[src/rtl/tone_synth.sv]
// Period-synchronous tone synthesizer: a 256-step phase accumulator, advanced every
// activePrescale clocks, drives square/triangle/sawtooth PCM with click-free pitch and mute changes.
module tone_synth #(
    parameter logic [15:0] AMPLITUDE = 16'h2000
) (
    input  logic        clk,
    input  logic        reset,
    input  logic [9:0]  preScaleValue,
    input  logic [1:0]  waveSelect,
    output logic [15:0] audioOut,
    output logic        toneActive,
    output logic        phaseWrap
);

    typedef enum logic [1:0] {IDLE, PLAYING, DRAINING} state_t;

    state_t             state_q, state_d;
    logic        [9:0]  active_prescale_q, active_prescale_d;
    logic        [1:0]  active_wave_q, active_wave_d;
    logic        [9:0]  prescale_cnt_q, prescale_cnt_d;
    logic        [7:0]  phase_q, phase_d;
    logic        [15:0] audio_out_q, audio_out_d;
    logic               phase_wrap_q, phase_wrap_d;

    logic               req;
    logic               step_tick;
    logic               wrap_tick;
    logic        [7:0]  saw8;
    logic        [6:0]  tri_t;
    logic        [8:0]  tri9;
    logic signed [24:0] amp_ext;
    logic signed [24:0] mult_a;
    logic signed [24:0] prod;
    logic        [15:0] sample;
    logic               unused_prod_bits;

    assign req       = (preScaleValue != 10'd0);
    assign step_tick = (state_q != IDLE) && (prescale_cnt_q == active_prescale_q - 10'd1);
    assign wrap_tick = step_tick && (phase_q == 8'hFF);

    always_ff @(posedge clk or posedge reset) begin
        if (reset) begin
            state_q           <= IDLE;
            active_prescale_q <= 10'd0;
            active_wave_q     <= 2'd0;
            prescale_cnt_q    <= 10'd0;
            phase_q           <= 8'd0;
            audio_out_q       <= 16'd0;
            phase_wrap_q      <= 1'b0;
        end else begin
            state_q           <= state_d;
            active_prescale_q <= active_prescale_d;
            active_wave_q     <= active_wave_d;
            prescale_cnt_q    <= prescale_cnt_d;
            phase_q           <= phase_d;
            audio_out_q       <= audio_out_d;
            phase_wrap_q      <= phase_wrap_d;
        end
    end

    always_comb begin
        state_d = state_q;
        case (state_q)
            IDLE:     if (req) state_d = PLAYING;
            PLAYING: begin
                if (wrap_tick)  state_d = req ? PLAYING : IDLE;
                else if (!req)  state_d = DRAINING;
            end
            DRAINING: begin
                if (wrap_tick)  state_d = req ? PLAYING : IDLE;
                else if (req)   state_d = PLAYING;
            end
            default:  state_d = IDLE;
        endcase
    end

    // Waveform generation; one shared multiplier serves triangle and sawtooth.
    always_comb begin
        saw8    = phase_q ^ 8'h80;
        tri_t   = phase_q[7] ? ~phase_q[6:0] : phase_q[6:0];
        tri9    = {1'b0, tri_t, 1'b0} - 9'd127;
        amp_ext = {9'd0, AMPLITUDE};
        mult_a  = 25'sd0;
        case (active_wave_q)
            2'd1:    mult_a = {{16{tri9[8]}}, tri9};
            2'd2:    mult_a = {{17{saw8[7]}}, saw8};
            default: mult_a = 25'sd0;
        endcase
        prod = mult_a * amp_ext;
        case (active_wave_q)
            2'd0:    sample = phase_q[7] ? (~AMPLITUDE + 16'd1) : AMPLITUDE;
            2'd1,
            2'd2:    sample = prod[22:7];
            default: sample = 16'd0;
        endcase
    end

    assign unused_prod_bits = ^{prod[24:23], prod[6:0]};

    always_comb begin
        active_prescale_d = active_prescale_q;
        active_wave_d     = active_wave_q;
        prescale_cnt_d    = prescale_cnt_q;
        phase_d           = phase_q;
        phase_wrap_d      = wrap_tick;
        audio_out_d       = (state_q == IDLE) ? 16'd0 : sample;

        if (req && ((state_q == IDLE) || wrap_tick)) begin
            active_prescale_d = preScaleValue;
            active_wave_d     = waveSelect;
        end

        if (state_q == IDLE) begin
            prescale_cnt_d = 10'd0;
            phase_d        = 8'd0;
        end else if (step_tick) begin
            prescale_cnt_d = 10'd0;
            phase_d        = phase_q + 8'd1;
        end else begin
            prescale_cnt_d = prescale_cnt_q + 10'd1;
        end
    end

    assign audioOut   = audio_out_q;
    assign toneActive = (state_q != IDLE);
    assign phaseWrap  = phase_wrap_q;

endmodule

[config.mk]
export PLATFORM = sky130hd
export DESIGN_NAME = tone_synth
export DESIGN_NICKNAME = d
export VERILOG_FILES = /design/src/rtl/tone_synth.sv
export SDC_FILE = /design/constraint.sdc
export NUM_CORES = 1
export LEC_CHECK = 0
export CAP_MARGIN = 15
export CORE_AREA = 2 2 59 103
export CTS_BUF_LIST = sky130_fd_sc_hd__clkbuf_4 sky130_fd_sc_hd__clkbuf_8
export DETAILED_ROUTE_END_ITERATION = 10
export DIE_AREA = 0 0 61 105
export DONT_BUFFER_PORTS = 1
export REMOVE_ABC_BUFFERS = 1
export SYNTH_ARGS = -nofsm -noshare
export SYNTH_HDL_FRONTEND = slang
export SYNTH_SLANG_ARGS = --single-unit
[constraint.sdc]
create_clock -name clk -period 2.9 [get_ports clk]
set_input_delay 0.725 -clock clk [delete_from_list [all_inputs] [get_ports clk]]
set_output_delay 0.725 -clock clk [all_outputs]
set_load 0.02 [all_outputs]
# After elaboration in Yosys (flattened, before gate mapping)
# Cells that the tools add are included.
# Widths: inputs -> output; s select.
[classes] add_sub_neg=4 bitwise_logic=2 n_reduce_logical=10 eq_ne=7 mux=15
[op_table] cell="$mux 16" n=2
[op_table] cell="$pmux 16 s2" n=1
[op_table] cell="$mux 10" n=2
[op_table] cell="$pmux 10 s2" n=1
[op_table] cell="$mux 8" n=2
[op_table] cell="$add 10x1->10 const B" n=1
[op_table] cell="$eq 10x10->1" n=1
[op_table] cell="$reduce_bool 10->1" n=1
[op_table] cell="$sub 10x1->10 const B" n=1
[op_table] cell="$sub 8x7->9 const B" n=1
[op_table] cell="$add 8x1->8 const B" n=1
[op_table] cell="$eq 8x8->1 const B" n=1
[op_table] cell="$mux 2" n=4
[op_table] cell="$mux 7" n=1
[op_table] cell="$not 7->7" n=1
[op_table] cell="$pmux 2 s3" n=1
[op_table] cell="$eq 2x1->1 const B" n=2
[op_table] cell="$eq 2x2->1 const B" n=2
[op_table] cell="$logic_not 2->1" n=2
[op_table] cell="$reduce_bool 2->1" n=2
[op_table] cell="$logic_and 1x1->1" n=3
[op_table] cell="$ne 3x3->1 const B" n=1
[op_table] cell="$reduce_or 2->1" n=1
[op_table] cell="$logic_or 1x1->1" n=1
[op_table] cell="other kinds (2)" n=2
[totals] register_bits=49 in_bits=14

# Logic depth before layout (Yosys ltp)
# Gate-level depths: netlist of the first run.
[depth] word_depth=6 ltp_mapped=9 ltp_nobuf=8

# Worst setup path before layout of the first run
# No wires, ideal clock.
[synth_timing] path_type="register to register" from="reg active_prescale_q[3]" to="reg active_prescale_q[2]" arrival_time_ns=2.481 period_less_slack_ns=2.603 stages_incl_launch_ff=8 setup_time_ns=0.122 required_time_ns=2.778 slack_ns=0.297 cell_sequence="dfrtp_1 -> or4_4 -> or4_1 -> a222oi_1 -> and2_2 -> nand4_2 -> buf_6 -> a32o_1"
[synth_via] elab_chain_len=6
[synth_lines] element="start: declaration" line="18" source="logic [9:0] active_prescale_q, active_prescale_d;"
[synth_lines] element="start signal: assignment" line="52" source="active_prescale_q <= active_prescale_d;"
[synth_lines] element="$sub 10x1->10" line="38" source="assign step_tick = (state_q != IDLE) && (prescale_cnt_q == active_prescale_q - 10'd1);"
[synth_lines] element="$eq 10x10->1" line="38"
[synth_lines] element="$logic_and 1x1->1" line="38"
[synth_lines] element="$logic_and 1x1->1" line="39" source="assign wrap_tick = step_tick && (phase_q == 8'hFF);"
[synth_lines] element="$logic_or 1x1->1" line="108" source="if (req && ((state_q == IDLE) || wrap_tick)) begin"
[synth_lines] element="$logic_and 1x1->1" line="108"
# No other way between the ends.
# A chain may end at the register's enable or synchronous reset.

# Worst setup path after layout of the first run
[layout_timing] from="reg active_prescale_q[3]" to="reg phase_q[5]"
[layout_via] elab_chain_len=4
[layout_lines] element="$sub 10x1->10" line="38"
[layout_lines] element="$eq 10x10->1" line="38"
[layout_lines] element="$logic_and 1x1->1" line="38"
[layout_lines] element="$reduce_bool 2->1 (no line)"
[layout_lines] element="end signal: assignment" line="55" source="phase_q <= phase_d;"
[layout_lines] element="end: declaration" line="21" source="logic [7:0] phase_q, phase_d;"
# No other way between the ends.

==> results of run 1 <==
[what timing repair did]
| item | 4_1_cts | 5_1_grt |
|---|---|---|
| buffers inserted | 0 | 2 |
| setup endpoints to repair | 0 | 17 |
| resized for setup | 0 | 2 |
[cell usage in the layout (no fill, tap or decap), types with 5 or more instances in the layout]
cell type and count:
inv_1 9, and2_1 5, buf_4 9, xor2_1 12, dfrtp_1 42, ha_1 8
nand2_1 11, nand3_1 9, a22oi_1 6, nor2_1 26, a21oi_1 9, xnor2_1 12
a32o_1 12, clkbuf_8 6, conb_1 6
[sequential cells by signal, summed over array words and instances (netlist names)]
| register | count |
|---|---|
| active_prescale_q | 10 |
| prescale_cnt_q | 10 |
| audioOut | 9 |
| phase_q | 8 |
| active_wave_q | 2 |
| state_q | 2 |
| phaseWrap | 1 |
[final timing paths]
| check | from | endpoint | slack, ns | cells past startpoint |
|---|---|---|---|---|
| setup / recovery | active_prescale_q[3] | phase_q[5] | 0.13 | 7 |
| hold / removal | reset | active_prescale_q[9] | 0.33 | 1 |
| setup reg to reg | active_prescale_q[3] | phase_q[5] | 0.13 | 7 |
| hold reg to reg | state_q[0] | state_q[0] | 0.52 | 1 |
| max in group asynchronous | reset | active_wave_q[0] | 1.89 | 2 |
| min in group clk | state_q[0] | state_q[0] | 0.52 | 1 |
[routing by layer]
metal | wire length (um) | vias to the layer above | track usage, %
met2 | 2740 | 36 | 30.0
met4 | 115 | 0 | 6.52
li1 | - | 870 | -
met1 | 1920 | 846 | 19.6
met5 | 0 | - | 0
met3 | 136 | 8 | 2.97
[cells by family (layout without fill, tap and decap cells)]
logic type                 count (synthesis)  after routing  synth area share (%)
muxes                                      3              3                  1.24
AOI/OAI and AO/OA                         52             52                  17.4
adders and majority gates                  8              8                  4.12
buffers and inverters                     29             28                  6.24
DFF                                       42             42                  43.3
and+or+nand+nor                           85             85                  18.9
other                                      1              6                 0.154
xor gates and xnor gates                  24             24                  8.66
[where the power goes]
part / internal [uW] / switching, uW / total [uW]
clock network: 202 / 198 / 399
registers: 670 / 135 / 804
logic: 253 / 259 / 512
total: 1120 / 591 / 1720
[final cells by class]
cell class	instances	area, sq um	share of cell area [%]
Multi-Input combinational cell	178	1250	48.2
Sequential cell	42	1050	40.3
Tap cell	76	95.1	3.65
Clock buffer	7	90.1	3.46
Timing Repair Buffer	9	67.6	2.59
Inverter	11	41.3	1.59
Clock inverter	1	5.00	0.192
[worst max-delay path: cells and delay by family (launching register included)]
kind                   cells  cell delay, ns
AND/OR/NAND/NOR            4            1.56
flip-flops                 1            0.38
AO/OA/AOI/OAI              1            0.35
multiplexers               1            0.21
buffers and inverters      1            0.20
[per-stage QoR]
step	instances	total power [uW]	util (%)	area, sq um
global route	324	1840	47.0	2610
finish	324	1720	47.0	2610
global placement	314	1300	44.8	2480
detailed placement	314	1310	44.8	2480
floorplan	231	1190	-	2340
CTS	322	1710	46.5	2580
==> flow_metrics.py, run 1 <==
metrics = {
    "run_status": {
        "status": "complete, no violations",
    },
    "route": {
        "drt_iter0_markers": 105,
        "wl_per_cell_um": 15.2,
        "ant_nets": 0,
        "first_pass_iters": 4,
        "drc_errors": 0,
        "route.detailed.vias_per_inst": 5.43,
        "wl_mm": 4.91,
        "vias": 1760,
    },
    "layout": {
        "fin_nets": 269,
        "antenna_cells": 0,
        "nFillCells": 508,
        "drive_above_1_share_pct": 11.3,
        "areaGrowthSynthToFinish_pct": 7.32,
    },
    "floorplanning": {
        "coreArea_sq_mm": 0.00554,
        "die_w_um": 61,
        "ios": 32,
        "die_h_um": 105,
        "die_area_sq_mm": 0.00641,
        "initial_core_util_pct": 43.8,
        "row_count": 36,
    },
    "clocking": {
        "htreeDepth": 2,
        "clock_sinks": 42,
        "cts.path.max_buffers": 2,
        "cts_made_buffers": 5,
        "cts_tree": "done",
        "hold_buffers": 0,
        "clk_pin_slew_ns": 0.08,
        "clkLatencyLatePin_ns": 0.29,
        "ctsRootBufferMaster": "clkbuf_8",
    },
    "yosys": {
        "synth_top_cell_area_share_pct": 43.3,
        "synth_area_sq_mm": 0.00243,
        "synth_flop_cell": "dfrtp_1",
        "synth_seq_cells": 42,
        "synth.area.top_cells": "dfrtp_1, a32o_1, xnor2_1",
        "post_synth.cell_area_avg_sq_um": 9.95,
        "synth-edff-count": 0,
        "synth-async-reset-ratio_pct": 100,
        "yosysSeqAreaShare_pct": 43.3,
        "yosys_warnings": 0,
        "synth_top_area_cell": "dfrtp_1",
        "syn_inst": 244,
        "synthTopCellsByCount": "dfrtp_1, nor2_1",
        "yosysMostFrequentCell": "dfrtp_1",
        "ys_types": 55,
    },
    "global_routing": {
        "groute.usage.overall_pct": 17.1,
        "antenna_found_initial": 0,
        "grt_pass1_wl_mm": 8.31,
        "overflow": 0,
        "grt_max_degree": 24,
        "grt_pass1_vias": 1755,
    },
    "sta": {
        "tightest_slew_ns": 0.685,
        "holdWs_ns": 0.334,
        "slew_violations": 0,
        "grt_setup_unrepaired": "no",
        "setup_tns_ns": 0,
        "setup_viol": 0,
        "post-route-min-period_ns": 2.77,
        "max_slew_margin_pct": 54.1,
        "clock_skew_ns": 0.00660,
        "fin_crit_sh_pct": 95.5,
        "timing.final.ws_setup_ns": 0.131,
        "fmax_mhz": 361,
        "hold_violations": 0,
    },
    "critical_path": {
        "critPathSlowestCell": "or4_4",
        "critPathRequiredTime_ns": 3.12,
        "crit_type": "flip-flop to flip-flop",
        "arrival_ns": 2.99,
        "path_cells": "or4_4 -> or4_1 -> a222oi_1 -> nand2_2 -> buf_4 -> nor4_2 -> mux2i_1",
        "cp_max_fo": 7,
        "setup.worst_path.end_class": "flip-flop",
        "worstSetupStartpointType": "flip-flop",
        "max_stage_delay_ns": 0.57,
    },
    "job": {
        "max_cap_violations": 0,
    },
    "placed_design": {
        "gp_congestion": 0.774,
        "io_buffer_count": 0,
        "dp.final_hpwl_mm": 3.67,
        "dp_slack_ns": 0.0834,
    },
    "power": {
        "peakVddDrop_v": 0.000379,
        "p_leak_uw": 0.00114,
        "p_per_area_mw_per_mm2": 658,
    },
    "worst_hold_path": {
        "hold_path.class": "primary input to asynchronous set/reset pin",
    },
}
Note: power is estimated with default switching activity, not from simulation.
==> run 2, diff against run 1 <==
SLEW_MARGIN = 10   (was not set)
==> results of run 2 <==
Same layout as run 1: the final DEF is identical, and so are final timing and power.
